File: config.mk
export PLATFORM = sky130hd
export DESIGN_NAME = i2s_transmitter
export DESIGN_NICKNAME = d
export VERILOG_FILES = /design/src/rtl/synth_audio_pkg.sv /design/src/rtl/i2s_clock_gen.sv /design/src/rtl/i2s_transmitter.sv
export SDC_FILE = /design/constraint.sdc
export NUM_CORES = 1
export LEC_CHECK = 0
export CAP_MARGIN = 20
export CORE_MARGIN = 8
export CORE_UTILIZATION = 45
export CTS_CLUSTER_SIZE = 20
export DETAILED_ROUTE_END_ITERATION = 7
export DONT_BUFFER_PORTS = 1
export HOLD_SLACK_MARGIN = 0.06
export RECOVER_POWER = 25
export SLEW_MARGIN = 20
export SYNTH_ARGS = -nofsm -noshare
export SYNTH_HDL_FRONTEND = slang
export SYNTH_SLANG_ARGS = --single-unit
File: constraint.sdc
create_clock -name master_clk -period 5.8 [get_ports master_clk]
set_input_delay 0.58 -clock master_clk [delete_from_list [all_inputs] [get_ports master_clk]]
set_output_delay 0.58 -clock master_clk [all_outputs]
set_load 0.01 [all_outputs]
File: src/rtl/synth_audio_pkg.sv
// Audio-path constants and the signed sample type shared by the NCO and the I2S output stage.
package synth_audio_pkg;
   localparam int unsigned SAMPLE_WIDTH = 16;
   localparam int unsigned SLOT_WIDTH   = 32;
   localparam int unsigned BCLK_DIV     = 4;

   typedef logic signed [SAMPLE_WIDTH-1:0] sample_t;
endpackage

File: src/rtl/i2s_clock_gen.sv
// I2S timing: bclk divider, frame bit counter, lrclk, and the bclk-fall / frame-start strobes.
module i2s_clock_gen #(
   parameter int unsigned BCLK_DIV   = synth_audio_pkg::BCLK_DIV,
   parameter int unsigned SLOT_WIDTH = synth_audio_pkg::SLOT_WIDTH,
   localparam int unsigned DIV_W     = $clog2(BCLK_DIV),
   localparam int unsigned BIT_W     = $clog2(2*SLOT_WIDTH)
) (
   input  logic             clk,
   input  logic             rst,
   output logic             bclk,
   output logic             lrclk,
   output logic             fall_evt,
   output logic             frame_start,
   output logic [BIT_W-1:0] bit_next
);
   localparam logic [DIV_W-1:0] DIV_LAST = DIV_W'(BCLK_DIV-1);
   localparam logic [DIV_W-1:0] DIV_HALF = DIV_W'(BCLK_DIV/2);
   localparam logic [BIT_W-1:0] BIT_LAST = BIT_W'(2*SLOT_WIDTH-1);
   localparam logic [BIT_W-1:0] SLOT     = BIT_W'(SLOT_WIDTH);

   logic [DIV_W-1:0] div_cnt;
   logic [DIV_W-1:0] div_next;
   logic [BIT_W-1:0] bit_cnt;

   // bit_next is only meaningful on fall_evt cycles; consumers gate on it.
   always_comb begin
      fall_evt    = (div_cnt == DIV_LAST);
      div_next    = fall_evt ? '0 : div_cnt + DIV_W'(1);
      bit_next    = (bit_cnt == BIT_LAST) ? '0 : bit_cnt + BIT_W'(1);
      frame_start = fall_evt && (bit_cnt == BIT_LAST);
   end

   always_ff @(posedge clk or posedge rst) begin
      if (rst) begin
         div_cnt <= '0;
         bit_cnt <= BIT_LAST;
         bclk    <= 1'b0;
         lrclk   <= 1'b0;
      end else begin
         div_cnt <= div_next;
         bclk    <= (div_next >= DIV_HALF);
         if (fall_evt) begin
            bit_cnt <= bit_next;
            lrclk   <= (bit_next >= SLOT);
         end
      end
   end
endmodule

File: src/rtl/i2s_transmitter.sv
// Philips I2S mono transmitter: latches one sample per frame, sends it MSB-first on both slots.
module i2s_transmitter #(
   parameter int unsigned BCLK_DIV     = synth_audio_pkg::BCLK_DIV,
   parameter int unsigned SAMPLE_WIDTH = synth_audio_pkg::SAMPLE_WIDTH,
   parameter int unsigned SLOT_WIDTH   = synth_audio_pkg::SLOT_WIDTH
) (
   input  logic                    master_clk,
   input  logic                    rst,
   input  logic [SAMPLE_WIDTH-1:0] sample_in,
   output logic                    sample_clk_en,
   output logic                    i2s_bclk,
   output logic                    i2s_lrclk,
   output logic                    i2s_sdata
);
   localparam int unsigned BIT_W = $clog2(2*SLOT_WIDTH);
   localparam logic [BIT_W-1:0] SLOT = BIT_W'(SLOT_WIDTH);

   if ((BCLK_DIV % 2 != 0) || (BCLK_DIV < 2)) begin : g_bad_div
      $error("i2s_transmitter: BCLK_DIV must be even and >= 2");
   end
   if (SLOT_WIDTH <= SAMPLE_WIDTH) begin : g_bad_slot
      $error("i2s_transmitter: SLOT_WIDTH must exceed SAMPLE_WIDTH");
   end

   logic                    fall_evt;
   logic                    frame_start;
   logic [BIT_W-1:0]        bit_next;
   logic [BIT_W-1:0]        pos;
   logic [SAMPLE_WIDTH-1:0] held;
   logic                    sdata_next;

   i2s_clock_gen #(
      .BCLK_DIV   (BCLK_DIV),
      .SLOT_WIDTH (SLOT_WIDTH)
   ) u_clock_gen (
      .clk         (master_clk),
      .rst         (rst),
      .bclk        (i2s_bclk),
      .lrclk       (i2s_lrclk),
      .fall_evt    (fall_evt),
      .frame_start (frame_start),
      .bit_next    (bit_next)
   );

   // Slot position 0 is the I2S one-bclk delay; sample bits occupy positions 1..SAMPLE_WIDTH.
   always_comb begin
      pos        = (bit_next >= SLOT) ? bit_next - SLOT : bit_next;
      sdata_next = 1'b0;
      for (int unsigned i = 1; i <= SAMPLE_WIDTH; i++) begin
         if (pos == BIT_W'(i)) sdata_next = held[SAMPLE_WIDTH-i];
      end
   end

   always_ff @(posedge master_clk or posedge rst) begin
      if (rst) begin
         held          <= '0;
         i2s_sdata     <= 1'b0;
         sample_clk_en <= 1'b0;
      end else begin
         sample_clk_en <= frame_start;
         if (frame_start) held <= sample_in;
         if (fall_evt) i2s_sdata <= sdata_next;
      end
   end
endmodule
==> flow_summary.json, run 1 <==
{
  "status": "finished clean",
  "netlist_area_sq_um": 1420,
  "setup_viol": 0,
  "numPortBuffers": 0,
  "dpl.hpwl_mm": 1.90,
  "ys_async_sr_fraction_pct": 100,
  "fp-row-count": 20,
  "power_uw": 296,
  "clock_latency_ps": 330,
  "grt_usage_pct": 10.2,
  "seqPwrFrac_pct": 66.8,
  "cp_max_fo": 16,
  "grt_max_degree": 28,
  "grt_pass1_wl_mm": 4.22,
  "required_ps": 6030,
  "synth-seq-cells": 27,
  "area_delta_synth_final_pct": 2.64,
  "max_slew.worst_pin.slew_ps": 928,
  "htree_levels": 1,
  "clock_path_buffers": 2,
  "startpoint_type": "flip-flop",
  "max_clock_freq_mhz": 461,
  "insertedDiodeCount": 0,
  "synth_area_leaders": "dfrtp_1, dfstp_2, mux2_4, ha_1, mux2_1",
  "start_util_pct": 47.0,
  "maxSlewViolCount": 0,
  "final.setup.tns_ps": 0,
  "route.detailed.drc": 0,
  "drtIter0Drc": 23,
  "syn_area_per_cell_sq_um": 12.2,
  "core_area_sq_um": 3030,
  "fin_skew_ps": 8.14,
  "die_area_sq_um": 5220,
  "cts_tree": "yes",
  "post_cts_buffers": 0,
  "maxCapViolations": 0,
  "synth_enable_flop_cells": 0,
  "power_leakage_nw": 0.611,
  "grt_overflow": 0,
  "yosysTopAreaCell": "dfrtp_1",
  "numCtsBuffers": 3,
  "cts_resized": 0,
  "holdBufCountCts": 0,
  "cellInternalPower_uw": 228,
  "power_density_nw_per_um2": 203,
  "yosysWarnings": 0,
  "reg2reg_depth": 5,
  "path_clk_slew_ps": 160,
  "worst_ep_arrival_time_ps": 2400,
  "dp.cells": 154,
  "swShare_pct": 23.1,
  "min_period_ps": 2170,
  "synth_sequential_area_ratio_pct": 48.0,
  "first_pass_iters": 4,
  "antenna_found_initial": 0,
  "netlist.area_leader.share_pct": 36.9,
  "die_h_um": 72.3,
  "crit_type": "reg2reg",
  "switchingPower_uw": 68.6,
  "ir_worst_vdd_uv": 105,
  "root_buffer": "clkbuf_4",
  "hold_path.class": "in2async",
  "num_vias": 833,
  "routedWlPerCell_um": 15.8,
  "place_congestion": 0.833,
  "period_share_pct": 37.4,
  "grt_pass1_vias": 892,
  "fin_area_sq_um": 1460,
  "clkPwrFrac_pct": 28.8,
  "fp.dieW_um": 72.3,
  "synth_cell_type_count": 43,
  "utilization_pct": 48.3,
  "maxSlewHeadroom_pct": 37.8,
  "final_nets": 139,
  "pwr-share-comb_pct": 4.4,
  "cts_num_sinks": 27,
  "drt-total-wl_mm": 2.50,
  "rsz0062_at_grt": "false",
  "layout-drive-gt1-share_pct": 21.1,
  "yosys-top-cells-count": "dfrtp_1, mux2_4, nand2_1",
  "critPathCaptureType": "flip-flop",
  "synth_nets": 141,
  "yosys.cell_count.top_type": "dfrtp_1",
  "vias_per_cell": 5.27,
  "drtAntennaViolNets": 0,
  "placed_area_sq_um": 1430,
  "netlist_instances": 117,
  "io_pins": 22,
  "hold_violations": 0,
  "stdcell_count": 158,
  "ys.flop_type": "dfrtp_1"
}
==> cell families after synthesis <==
logic type | after synthesis | synth area share (%)
flip-flops | 27 | 48.0
AND/OR/NAND/NOR | 29 | 11.9
multiplexers | 17 | 15.7
buffers and inverters | 12 | 4.66
AO/OA/AOI/OAI | 19 | 9.67
adder cells (fa/ha/maj) | 6 | 5.27
XOR/XNOR | 7 | 4.83
==> power groups by stage <==
| stage | sequential, mW | combinational, mW | clock, mW |
|---|---|---|---|
| 6_report | 0.198 | 0.0130 | 0.0855 |
| 5_1_grt | 0.199 | 0.0145 | 0.0946 |
| 4_1_cts | 0.198 | 0.0134 | 0.0865 |
| 3_5_place_dp | 0.201 | 0.0133 | 0 |
| 3_3_place_gp | 0.201 | 0.0130 | 0 |
| 2_1_floorplan | 0.200 | 0.0115 | 0 |
==> worst paths after layout <==
check | start | to | slack (ps)
setup / recovery | u_clock_gen.bit_cnt[0] | held[1] | 3630
min in group master_clk | sample_in[2] | held[2] | 360
setup reg to reg | u_clock_gen.bit_cnt[0] | held[1] | 3630
hold / removal | rst | held[4] | 200
max in group asynchronous | rst | u_clock_gen.lrclk | 5170
hold reg to reg | u_clock_gen.div_cnt[0] | u_clock_gen.div_cnt[0] | 430
==> stage by stage <==
stage,hold WS (ps),setup WS [ps]
after detailed placement,414,3620
after global routing,237,3430
after floorplan,401,3830
final,198,3630
after global placement,413,3700
after CTS,361,3600
==> cell type report <==
class / instances / area [sq um]
fillers: 273 / 1570
clock buffers: 3 / 22.5
inverters: 5 / 18.8
clock inverters: 1 / 7.51
flip-flops and latches: 27 / 683
well taps: 44 / 55.1
multi-input cells: 78 / 674
==> per-layer routing <==
| metal | vias up | GRT usage (%) | wire length, um |
|---|---|---|---|
| met1 | 402 | 13.1 | 1180 |
| met5 | - | 0 | 0 |
| met2 | 16 | 15.2 | 1130 |
| met4 | 0 | 4.76 | 44 |
| met3 | 6 | 3.17 | 139 |
| li1 | 409 | - | - |
==> placed cells by master, fill, tap and decap left out, drive strengths merged, types with 2 or more instances in the layout <==
cell type,count
a21oi,4
a221oi,2
and3,2
clkbuf,3
dfrtp,21
dfstp,6
ha,6
inv,4
mux2,16
nand2,8
nand3,3
nand3b,2
nor2,4
nor2b,3
nor3b,2
o21ai,4
xnor2,4
xor2,3
==> critical path, cell delays in order, from the launching register on <==
cell     delay, ps
dfstp_2        620
ha_1           310
and3_4         230
and3_1         310
nand2_4        220
mux2_1         380
==> registers in the layout, indices dropped and copies added (netlist names) <==
register             flops
u_clock_gen.div_cnt      1
held                    16
sample_clk_en            1
i2s_sdata                1
u_clock_gen.lrclk        1
u_clock_gen.bclk         1
u_clock_gen.bit_cnt      6
Power figures use the tool's default switching activity.
==> inputs of run 2 (changes only) <==
==> constraint.sdc (replaced) <==
create_clock -name master_clk -period 2.15 [get_ports master_clk]
set_input_delay 0.215 -clock master_clk [delete_from_list [all_inputs] [get_ports master_clk]]
set_output_delay 0.215 -clock master_clk [all_outputs]
set_load 0.01 [all_outputs]
==> flow_summary.json, run 2 (same netlist as run 1, synthesis figures left out) <==
{
  "post-place-ws_ps": 106,
  "hold_path_startpoint": "u_clock_gen.div_cnt[0]",
  "area_delta_synth_final_pct": 16.4,
  "min_period_ps": 2010,
  "grt.busiest_layer": "met2",
  "first_pass_iters": 4,
  "hold_violations": 0,
  "crit_type": "reg2reg",
  "power_density_nw_per_um2": 497,
  "grt_pass1_wl_mm": 4.65,
  "hold_path.class": "reg2reg",
  "critPathTopFamily": "compound AO/OA/AOI/OAI gates",
  "final_common_cell": "dfrtp_1",
  "critPathCaptureType": "flip-flop",
  "startpoint_type": "flip-flop",
  "crit_chain": "ha_1 -> buf_4 -> xor2_2 -> a311oi_1 -> o32a_1 -> o31ai_1",
  "reg2reg_from": "u_clock_gen.bit_cnt[0]",
  "maxSlewViolCount": 0,
  "grt_pass1_vias": 937,
  "grt_overflow": 0,
  "drt-total-wl_mm": 2.68,
  "rsz0062_at_grt": "false",
  "clock_latency_ps": 340,
  "met1_usage_pct": 14.7,
  "cts_num_sinks": 27,
  "utilization_pct": 54.8,
  "startpoint": "u_clock_gen.bit_cnt[0]",
  "largest_reg_flops": 16,
  "layout-drive-gt1-share_pct": 21.6,
  "antenna_found_initial": 0,
  "power_leakage_nw": 0.702,
  "drtAntennaViolNets": 0,
  "setup_viol": 0,
  "htree_levels": 1,
  "worst_ep_arrival_time_ps": 2270,
  "start_util_pct": 47.0,
  "root_buffer": "clkbuf_4",
  "io_pins": 22,
  "routedWlPerCell_um": 15.1,
  "finalWorstSetupSlack_ps": 140,
  "mostFrequentLayoutCells": "dfrtp_1, dlygate4sd3_1, mux2_4",
  "holdWs_ps": 440,
  "reg_top3": "held: 16 flops, u_clock_gen.bit_cnt: 6 flops",
  "final.setup.tns_ps": 0,
  "die_area_sq_um": 5220,
  "place_congestion": 0.795,
  "grt_max_degree": 26,
  "numCtsBuffers": 3,
  "cp_slowest_cell": "dfstp_2",
  "required_ps": 2410,
  "final_nets": 159,
  "seqPwrFrac_pct": 64.9,
  "drtIter0Drc": 63,
  "numPortBuffers": 0,
  "num_vias": 925,
  "core_area_sq_um": 3030,
  "swShare_pct": 22.9,
  "cellInternalPower_uw": 635,
  "fin_skew_ps": 7.59,
  "largest_register": "held",
  "post_cts_buffers": 0,
  "route.detailed.drc": 0,
  "switchingPower_uw": 188,
  "maxCapViolations": 0,
  "grt_usage_pct": 11.1,
  "path_clk_slew_ps": 150,
  "use_met2_pct": 16.4,
  "max_clock_freq_mhz": 497,
  "slowest_delay_ps": 620,
  "maxSlewHeadroom_pct": 39.5,
  "die_h_um": 72.3,
  "clock_path_buffers": 2,
  "cts_tree": "yes",
  "period_share_pct": 93.5,
  "ir_worst_vdd_uv": 293,
  "clkPwrFrac_pct": 27.6,
  "fp.dieW_um": 72.3,
  "insertedDiodeCount": 0,
  "met3_usage_pct": 3.31,
  "pwr-share-comb_pct": 7.5,
  "dpl.hpwl_mm": 1.97,
  "fill_cells": 258,
  "path_buf_inv": 1,
  "max_slew.worst_pin.slew_ps": 906,
  "vias_per_cell": 5.20,
  "cp_max_fo": 7,
  "status": "finished clean",
  "fp-row-count": 20
}
==> run 2: changes by cell type in the layout (fill, tap and decap cells not counted), sizes merged <==
cell,previous run,this run
dlygate4sd3,0,17
clkinvlp,1,0
buf,0,2
clkbuf,3,4
inv,4,5
==> run 2: cell type report <==
type,count,area (sq um),share of cell area [%]
Tap cell,44,55.1,3.32
Inverter,5,18.8,1.13
Clock buffer,3,22.5,1.36
Timing Repair Buffer,20,189,11.4
Sequential cell,27,683,41.2
Clock inverter,1,5.00,0.302
Multi-Input combinational cell,78,684,41.3
==> run 2: power by group through the flow <==
stage	Sequential (mW)	Combinational (mW)	Clock (mW)
finish	0.535	0.0615	0.227
global route	0.537	0.0681	0.248
CTS	0.535	0.0628	0.235
detailed placement	0.544	0.0378	0
global placement	0.543	0.0363	0
floorplan	0.539	0.0311	0
==> run 2: metrics by stage <==
step	power [mW]	instances	area, sq um
after CTS	0.833	178	1650
after floorplan	0.570	117	1420
after global placement	0.580	157	1450
final	0.824	178	1660
after detailed placement	0.582	157	1450
after global routing	0.853	178	1660
==> run 2: final timing paths <==
check / slack (ps) / cells after the start / endpoint
worst max-delay path: 140 / 6 / i2s_sdata
worst min-delay path: 440 / 1 / u_clock_gen.div_cnt[0]
worst max register to register: 140 / 6 / i2s_sdata
worst min register to register: 440 / 1 / u_clock_gen.div_cnt[0]
max in group asynchronous: 960 / 3 / u_clock_gen.bit_cnt[4]
min in group asynchronous: 490 / 2 / held[4]
==> run 2: timing repair <==
item                       in CTS  in global routing
hold buffers                   17                  0
gates resized for setup         0                  3
setup endpoints to repair       0                  1
hold endpoints to repair       37                  0
==> run 2: layer usage <==
| metal | vias up | part of all wire, % |
|---|---|---|
| met5 | - | 0 |
| met1 | 457 | 49 |
| met3 | 5 | 3.9 |
| li1 | 448 | - |
| met2 | 15 | 46 |
| met4 | 0 | 1.5 |
==> run 2: worst register-to-register path, delay by kind of cell, from the launching register on <==
| kind | cells | cell delay [ps] |
|---|---|---|
| AO/OA/AOI/OAI | 3 | 670 |
| buffers and inverters | 1 | 160 |
| adder cells (fa/ha/maj) | 1 | 200 |
| flip-flops | 1 | 620 |
| XOR/XNOR | 1 | 290 |
==> inputs of run 3 (changes only) <==
--- a/config.mk
+++ b/config.mk
@@ -13,6 +13,8 @@
 export DONT_BUFFER_PORTS = 1
 export HOLD_SLACK_MARGIN = 0.06
 export RECOVER_POWER = 25
+export SETUP_SLACK_MARGIN = 0.4
+export SKIP_CTS_REPAIR_TIMING = 1
 export SLEW_MARGIN = 20
 export SYNTH_ARGS = -nofsm -noshare
 export SYNTH_HDL_FRONTEND = slang
==> flow_summary.json, run 3 (same netlist as run 1, synthesis figures left out) <==
{
  "status": "finished clean",
  "cts_num_sinks": 27,
  "power_leakage_nw": 0.747,
  "final.setup.tns_ps": 0,
  "maxCapViolations": 0,
  "worst_ep_arrival_time_ps": 2210,
  "die_h_um": 72.3,
  "max_clock_freq_mhz": 508,
  "startpoint_type": "flip-flop",
  "place_congestion": 0.796,
  "num_vias": 936,
  "placed_area_sq_um": 1490,
  "start_util_pct": 47.0,
  "final_common_cell": "dfrtp_1",
  "grt_pass1_vias": 897,
  "drt-total-wl_mm": 2.79,
  "dpl.hpwl_mm": 1.93,
  "mostFrequentLayoutCells": "dfrtp_1, dlygate4sd3_1, mux2_4",
  "fin_skew_ps": 3.26,
  "drtAntennaViolNets": 0,
  "grt_max_degree": 28,
  "hold_path.class": "reg2reg",
  "area_delta_synth_final_pct": 26.5,
  "max_slew.worst_pin.slew_ps": 1430,
  "largest_register": "held",
  "cp_max_fo": 6,
  "antenna_found_initial": 0,
  "core_area_sq_um": 3030,
  "period_share_pct": 91.5,
  "maxSlewViolCount": 0,
  "layout-drive-gt1-share_pct": 34.0,
  "utilization_pct": 59.5,
  "vias_per_cell": 5.06,
  "grt_overflow": 0,
  "grt_usage_pct": 10.8,
  "min_period_ps": 1970,
  "critPathCaptureType": "flip-flop",
  "clock_latency_ps": 330,
  "grt_pass1_wl_mm": 4.42,
  "routedWlPerCell_um": 15.1,
  "reg2reg_slack_ps": 180,
  "crit_type": "reg2reg",
  "path_clk_slew_ps": 150,
  "reg_top3": "held: 16 flops, u_clock_gen.bit_cnt: 6 flops",
  "hold_path_depth": 1,
  "cts_tree": "yes",
  "htree_levels": 1,
  "maxSlewHeadroom_pct": 4.69,
  "largest_reg_flops": 16,
  "holdWs_ps": 432,
  "power_density_nw_per_um2": 457,
  "fp.dieW_um": 72.3,
  "die_area_sq_um": 5220,
  "rsz0062_at_grt": "true",
  "final_nets": 166,
  "ir_worst_vdd_uv": 438,
  "numCtsBuffers": 3,
  "fin_area_sq_um": 1800,
  "required_ps": 2400,
  "clock_path_buffers": 2,
  "hold_violations": 0,
  "insertedDiodeCount": 0,
  "route.detailed.drc": 0,
  "first_pass_iters": 4,
  "drtIter0Drc": 32,
  "numPortBuffers": 0,
  "root_buffer": "clkbuf_4",
  "fill_cells": 250,
  "power_uw": 823,
  "reg2reg_depth": 7,
  "io_pins": 22,
  "setup_viol": 0,
  "fp-row-count": 20
}
==> run 3: metrics by stage <==
stage	instances	worst slack [ps]
after floorplan	117	291
after global placement	156	235
after detailed placement	156	190
after CTS	160	150
after global routing	185	104
final	185	183
==> run 3: report_power, final <==
part	switching (mW)	internal [mW]	total [mW]
logic	0.0208	0.0449	0.0658
clock network	0.153	0.0699	0.223
registers	0.0109	0.524	0.535
==> run 3: area by class of cell <==
class | instances | area, sq um | share of cell area (%)
repair buffers | 26 | 246 | 13.7
well taps | 44 | 55.1 | 3.06
multi-input cells | 79 | 769 | 42.7
clock inverters | 1 | 5.00 | 0.278
flip-flops and latches | 27 | 683 | 37.9
inverters | 5 | 18.8 | 1.04
clock buffers | 3 | 22.5 | 1.25
==> run 3: final timing paths <==
path,endpoint,from
setup / recovery,i2s_sdata,u_clock_gen.bit_cnt[1]
hold / removal,u_clock_gen.div_cnt[0],u_clock_gen.div_cnt[0]
hold reg to reg,u_clock_gen.div_cnt[0],u_clock_gen.div_cnt[0]
min in group asynchronous,held[1],rst
max in group asynchronous,held[12],rst
setup reg to reg,i2s_sdata,u_clock_gen.bit_cnt[1]
==> run 3: routing by layer <==
layer	share of wire (%)	wire (um)	up-vias	track usage, %
li1	-	-	467	-
met1	47	1330	448	14.9
met2	46	1300	19	15.0
met3	5.4	150	2	4.41
met4	0.68	19	0	2.72
met5	0	0	-	0
==> run 3: worst max-delay path, cell delays in order, from the launching register on <==
cell,delay [ps]
dfstp_2,630
inv_2,70
ha_4,180
nand3b_1,180
a221oi_2,250
a311oi_1,70
o32a_1,300
o31ai_1,210
